**src/rtl/serial_odev_pkg.sv**
```systemverilog
// Shared definitions for the serial output device: transmit FSM encoding and
// status byte bit positions.
package serial_odev_pkg;

  typedef enum logic [1:0] {
    StIdle  = 2'd0,
    StStart = 2'd1,
    StData  = 2'd2,
    StStop  = 2'd3
  } tx_state_e;

  localparam int unsigned StatBusy = 0;
  localparam int unsigned StatFull = 1;
  localparam int unsigned StatOvr  = 2;

endpackage

```
**src/rtl/byte_fifo.sv**
```systemverilog
// Small byte FIFO with registered pointers; a push while full is accepted only
// when a pop happens on the same edge.
module byte_fifo #(
  parameter int unsigned DepthLog2 = 2
) (
  input  logic       clk,
  input  logic       rst,
  input  logic       push,
  input  logic       pop,
  input  logic [7:0] wdata,
  output logic [7:0] rdata,
  output logic       full,
  output logic       empty
);

  localparam int unsigned Depth = 1 << DepthLog2;
  localparam logic [DepthLog2:0] DepthCnt = (DepthLog2 + 1)'(Depth);

  logic [7:0]           mem_q [Depth];
  logic [DepthLog2-1:0] wr_ptr_q;
  logic [DepthLog2-1:0] rd_ptr_q;
  logic [DepthLog2:0]   count_q;
  logic                 do_push;
  logic                 do_pop;

  assign full    = (count_q == DepthCnt);
  assign empty   = (count_q == '0);
  assign do_pop  = pop & ~empty;
  assign do_push = push & (~full | do_pop);
  assign rdata   = mem_q[rd_ptr_q];

  always_ff @(posedge clk or posedge rst) begin
    if (rst) begin
      wr_ptr_q <= '0;
      rd_ptr_q <= '0;
      count_q  <= '0;
    end else begin
      if (do_push) wr_ptr_q <= wr_ptr_q + 1'b1;
      if (do_pop)  rd_ptr_q <= rd_ptr_q + 1'b1;
      unique case ({do_push, do_pop})
        2'b10:   count_q <= count_q + 1'b1;
        2'b01:   count_q <= count_q - 1'b1;
        default: count_q <= count_q;
      endcase
    end
  end

  // Storage needs no reset; occupancy is tracked by count_q.
  always_ff @(posedge clk) begin
    if (do_push) mem_q[wr_ptr_q] <= wdata;
  end

endmodule

```
**src/rtl/serial_odev.sv**
```systemverilog
// Byte-wide serial output device: queues CPU writes and shifts them out as 8N1,
// LSB first, with a pollable status byte.
module serial_odev
  import serial_odev_pkg::*;
#(
  parameter int unsigned CLKS_PER_BIT    = 16,
  parameter int unsigned FIFO_DEPTH_LOG2 = 2
) (
  input  logic       clk,
  input  logic       rst,
  input  logic       wr_b,
  input  logic [7:0] data_i,
  input  logic       stat_rd_b,
  output logic [7:0] status_o,
  output logic       tx
);

  tx_state_e  state_q;
  logic [7:0] baud_q;
  logic [2:0] bit_q;
  logic [7:0] shift_q;
  logic       tx_q;
  logic       ovr_q;

  logic       fifo_full;
  logic       fifo_empty;
  logic [7:0] fifo_rdata;
  logic       baud_done;
  logic       pop;
  logic       push_req;
  logic       ovr_set;
  logic       busy;

  assign baud_done = (baud_q == 8'(CLKS_PER_BIT - 1));
  // The last stop-bit edge also pops so back-to-back frames have no gap.
  assign pop       = ~fifo_empty & ((state_q == StIdle) | ((state_q == StStop) & baud_done));
  assign push_req  = ~wr_b;
  assign ovr_set   = push_req & fifo_full & ~pop;
  assign busy      = (state_q != StIdle) | ~fifo_empty;

  always_comb begin
    status_o           = 8'h00;
    status_o[StatBusy] = busy;
    status_o[StatFull] = fifo_full;
    status_o[StatOvr]  = ovr_q;
  end

  assign tx = tx_q;

  byte_fifo #(
    .DepthLog2(FIFO_DEPTH_LOG2)
  ) u_fifo (
    .clk  (clk),
    .rst  (rst),
    .push (push_req),
    .pop  (pop),
    .wdata(data_i),
    .rdata(fifo_rdata),
    .full (fifo_full),
    .empty(fifo_empty)
  );

  always_ff @(posedge clk or posedge rst) begin
    if (rst) begin
      state_q <= StIdle;
      baud_q  <= '0;
      bit_q   <= '0;
      shift_q <= '0;
      tx_q    <= 1'b1;
      ovr_q   <= 1'b0;
    end else begin
      if (ovr_set) begin
        ovr_q <= 1'b1;
      end else if (!stat_rd_b) begin
        ovr_q <= 1'b0;
      end

      unique case (state_q)
        StIdle: begin
          tx_q <= 1'b1;
          if (pop) begin
            shift_q <= fifo_rdata;
            baud_q  <= '0;
            tx_q    <= 1'b0;
            state_q <= StStart;
          end
        end
        StStart: begin
          if (baud_done) begin
            baud_q  <= '0;
            bit_q   <= '0;
            tx_q    <= shift_q[0];
            state_q <= StData;
          end else begin
            baud_q <= baud_q + 1'b1;
          end
        end
        StData: begin
          if (baud_done) begin
            baud_q <= '0;
            if (bit_q == 3'd7) begin
              tx_q    <= 1'b1;
              state_q <= StStop;
            end else begin
              bit_q   <= bit_q + 1'b1;
              shift_q <= shift_q >> 1;
              tx_q    <= shift_q[1];
            end
          end else begin
            baud_q <= baud_q + 1'b1;
          end
        end
        StStop: begin
          if (baud_done) begin
            baud_q <= '0;
            if (pop) begin
              shift_q <= fifo_rdata;
              tx_q    <= 1'b0;
              state_q <= StStart;
            end else begin
              state_q <= StIdle;
            end
          end else begin
            baud_q <= baud_q + 1'b1;
          end
        end
        default: state_q <= StIdle;
      endcase
    end
  end

endmodule

```
**config.mk**
```make
export PLATFORM = sky130hd
export DESIGN_NAME = serial_odev
export DESIGN_NICKNAME = d
export VERILOG_FILES = /design/src/rtl/serial_odev_pkg.sv /design/src/rtl/byte_fifo.sv /design/src/rtl/serial_odev.sv
export SDC_FILE = /design/constraint.sdc
export NUM_CORES = 1
export LEC_CHECK = 0
export CORE_MARGIN = 4
export CORE_UTILIZATION = 47
export DETAILED_ROUTE_END_ITERATION = 10
export GPL_ROUTABILITY_DRIVEN = 0
export HOLD_SLACK_MARGIN = 0.06
export PLACE_DENSITY = 0.66
export SKIP_CTS_REPAIR_TIMING = 1
export SYNTH_ARGS = -nofsm -noshare
export SYNTH_HDL_FRONTEND = slang
export SYNTH_SLANG_ARGS = --single-unit
```
**constraint.sdc**
```tcl
create_clock -name clk -period 3.1 [get_ports clk]
set_input_delay 0.31 -clock clk [delete_from_list [all_inputs] [get_ports clk]]
set_output_delay 0.31 -clock clk [all_outputs]
set_load 0.01 [all_outputs]
```
==> flow_summary.yaml <==
global_route:
  overflow: 0
  antenna_found_initial: 0
  grtUsageTotal: 0.1444
  grt_pass1_vias: 1889
  grt_pass1_wl_um: 9287
  grt_max_degree: 31
synth:
  synth_cell_type_count: 51
  yosys_warnings: 0
  synth_ff_type: "edfxtp_1"
  synth_area_sq_um: 3142
  async_reset_ff_frac: 0.4839
  ys_seq_area_frac: 0.5452
  syn_inst: 242
  synth.avg_cell_area_sq_um: 12.98
  synth_edf_count: 32
  ys_ff_latch: 62
worst_setup_path:
  worst_setup_path_start_kind: "flip-flop"
  r2r-start: "state_q[1]"
  worst-endpoint-required_ns: 2.79
  slowest_stage: "ha_1"
  crit_chain: "inv_1, ha_1, nor4b_2, buf_4, inv_1, clkdlybuf4s50_1"
  crit_top_cell: "inv_1"
  worst-r2r-setup-slack_ns: 0.41
  r2r_end: "u_fifo.count_q[2]"
  path_class: "flip-flop to output pin"
  crit_path_max_incr_delay_ns: 0.49
  cp_max_fo: 14
  worstSetupEndpointType: "output pin"
  reg2regPathDepth: 10
  arrival_ns: 2.39
clock_tree:
  clk_pin_slew_ns: 0.07
  clock_path_buffers: 2
  tritoncts: "done"
  cts.sinks: 62
  root_buffer: "clkbuf_8"
  cts_max_level: 3
  cts_buffers: 9
  insertion_delay_ns: 0.34
sta:
  fmax_mhz: 370.4
  tns_ns: 0
  min_period_ns: 2.700
  rsz0062_at_grt: "false"
  fin_skew_ns: 0.008409
  fin_crit_sh: 0.8710
  relSlewSlack: 0.6074
  maxSlewViolCount: 0
  hold_viol_final: 0
  worstMarginPinSlew_ns: 0.5889
  setup_viol: 0
run:
  cap_viol_max_count: 0
cells_and_area:
  area_delta_synth_final_pct: 11.55
  n_antenna_cell: 0
  final_common_cell: "edfxtp_1"
  final_nets: 283
  design_area_sq_um: 3505
  drive_gt1_frac: 0.2053
  layout_common_cells: "32 x edfxtp_1, 29 x dfrtp_1, 15 x clkdlybuf4s50_1"
routing:
  firstDrtPassIters: 4
  vias_per_cell: 5.674
  final_antenna_net_count: 0
  wl_per_cell_um: 16.41
  routed.top_layer: "met4"
  wl_met2_um: 2640
  drt_iter0_markers: 86
  drc: 0
  wl_met3_um: 224
  vias: 1929
  wl_um: 5578
  route.layer.met1.wl_um: 2652
worst_hold_path:
  hp-class: "input pin to async pin"
status:
  status: "complete, no violations"
floorplan:
  die-height_um: 89.76
  io_pins: 21
  initial_core_util: 0.4892
  die-area_sq_um: 8057
  rows: 29
  core-area_sq_um: 6422
  die_w_um: 89.76
placed_design:
  hpwl_um: 3893
  placed_area_sq_um: 3326
  numPortBuffers: 15
power_and_ir_drop:
  power.leakage_nw: 1.378
  power_density_nw_per_um2: 948.2
  finalPower_w: 0.003323
  peakVddDrop_mv: 0.5731
[flip-flops by register name, indices dropped and copies added (netlist names)]
name and count:
baud_q 8, shift_q 8, bit_q 3, u_fifo.rd_ptr_q 2, u_fifo.count_q 3, ovr_q 1, u_fifo.mem_q 32, state_q 2
u_fifo.wr_ptr_q 2, tx 1
[cell type report]
type                            instances  area (sq um)
Multi-Input combinational cell        151          1272
Clock buffer                            9         123.9
Sequential cell                        62          1713
Inverter                               13         48.80
Timing Repair Buffer                   21         195.2
Clock inverter                          7         55.05
Fill cell                             544          2918
Tap cell                               77         96.34
[power by group]
group / leakage [nW] / switching [W] / internal [W]
registers: 0.667 / 0.000209 / 0.00113
clock network: 0.0866 / 0.000342 / 0.000297
logic: 0.625 / 0.000644 / 0.000703
total: 1.38 / 0.00120 / 0.00213
[metrics by stage]
step                      worst slack [ns]  hold WS, ns  cells  utilization
after detailed placement            0.4662       0.4854    324       0.5178
final                               0.3999       0.3474    340       0.5457
after CTS                           0.3783       0.3648    340       0.5457
after floorplan                     0.5975       0.4001    246            -
after global placement              0.5689       0.4845    324       0.5178
after global routing                0.1884       0.4282    340       0.5457
[worst max-delay path by stage]
stage          startpoint           endpoint  slack [ns]  cells past startpoint
2_1_floorplan   baud_q[0]  u_fifo.count_q[1]        0.60                     11
3_3_place_gp   state_q[1]  u_fifo.count_q[2]        0.57                     10
3_5_place_dp   state_q[1]  u_fifo.count_q[2]        0.47                     10
4_1_cts        state_q[1]        status_o[0]        0.38                      6
5_1_grt        state_q[1]  u_fifo.count_q[2]        0.19                     10
6_report       state_q[1]        status_o[0]        0.40                      6
[cell usage after synthesis, drive strengths merged (2+ instances only)]
cell type | instances | area [sq um]
a22oi | 2 | 15.01
a21o | 2 | 15.01
a32o | 2 | 20.02
buf | 12 | 92.59
o211ai | 2 | 15.01
nand2b | 3 | 18.77
a22o | 6 | 52.55
inv | 13 | 48.80
nor3 | 4 | 20.02
clkbuf | 8 | 30.03
a31oi | 4 | 25.02
edfxtp | 32 | 960.9
ha | 12 | 150.1
o21ai | 11 | 55.05
dfrtp | 29 | 725.7
nand3 | 8 | 45.04
mux4 | 8 | 180.2
and2 | 8 | 51.30
xnor2 | 4 | 35.03
and3 | 2 | 12.51
o221a | 2 | 22.52
or3 | 2 | 12.51
nand4 | 2 | 12.51
o31ai | 5 | 51.30
nor4 | 2 | 12.51
mux2 | 15 | 191.4
a21oi | 6 | 30.03
nand2 | 8 | 30.03
nor2 | 12 | 45.04
[metal layers]
layer,track usage,vias up
li1,-,927
met1,0.1960,958
met2,0.2237,37
met3,0.03840,7
met4,0.05364,0
met5,0,-
[worst max-delay path, delay by kind of cell (launching register included)]
| kind | cells | cell delay [ns] |
|---|---|---|
| buf+inv | 4 | 0.89 |
| simple gates | 1 | 0.27 |
| fa+ha+maj | 1 | 0.49 |
| flops | 1 | 0.40 |
[logic make-up (layout without fill, tap and decap cells)]
family,after synthesis,count (layout),share of synthesized area
adders and majority gates,13,13,0.05416
buffers and inverters,33,50,0.05456
and+or+nand+nor,55,55,0.09438
xor gates and xnor gates,5,5,0.01394
muxes,23,23,0.1183
other,1,5,0.001194
DFF,62,62,0.5452
AOI/OAI and AO/OA,50,50,0.1183
No activity file was read; power rests on OpenSTA's default activity.
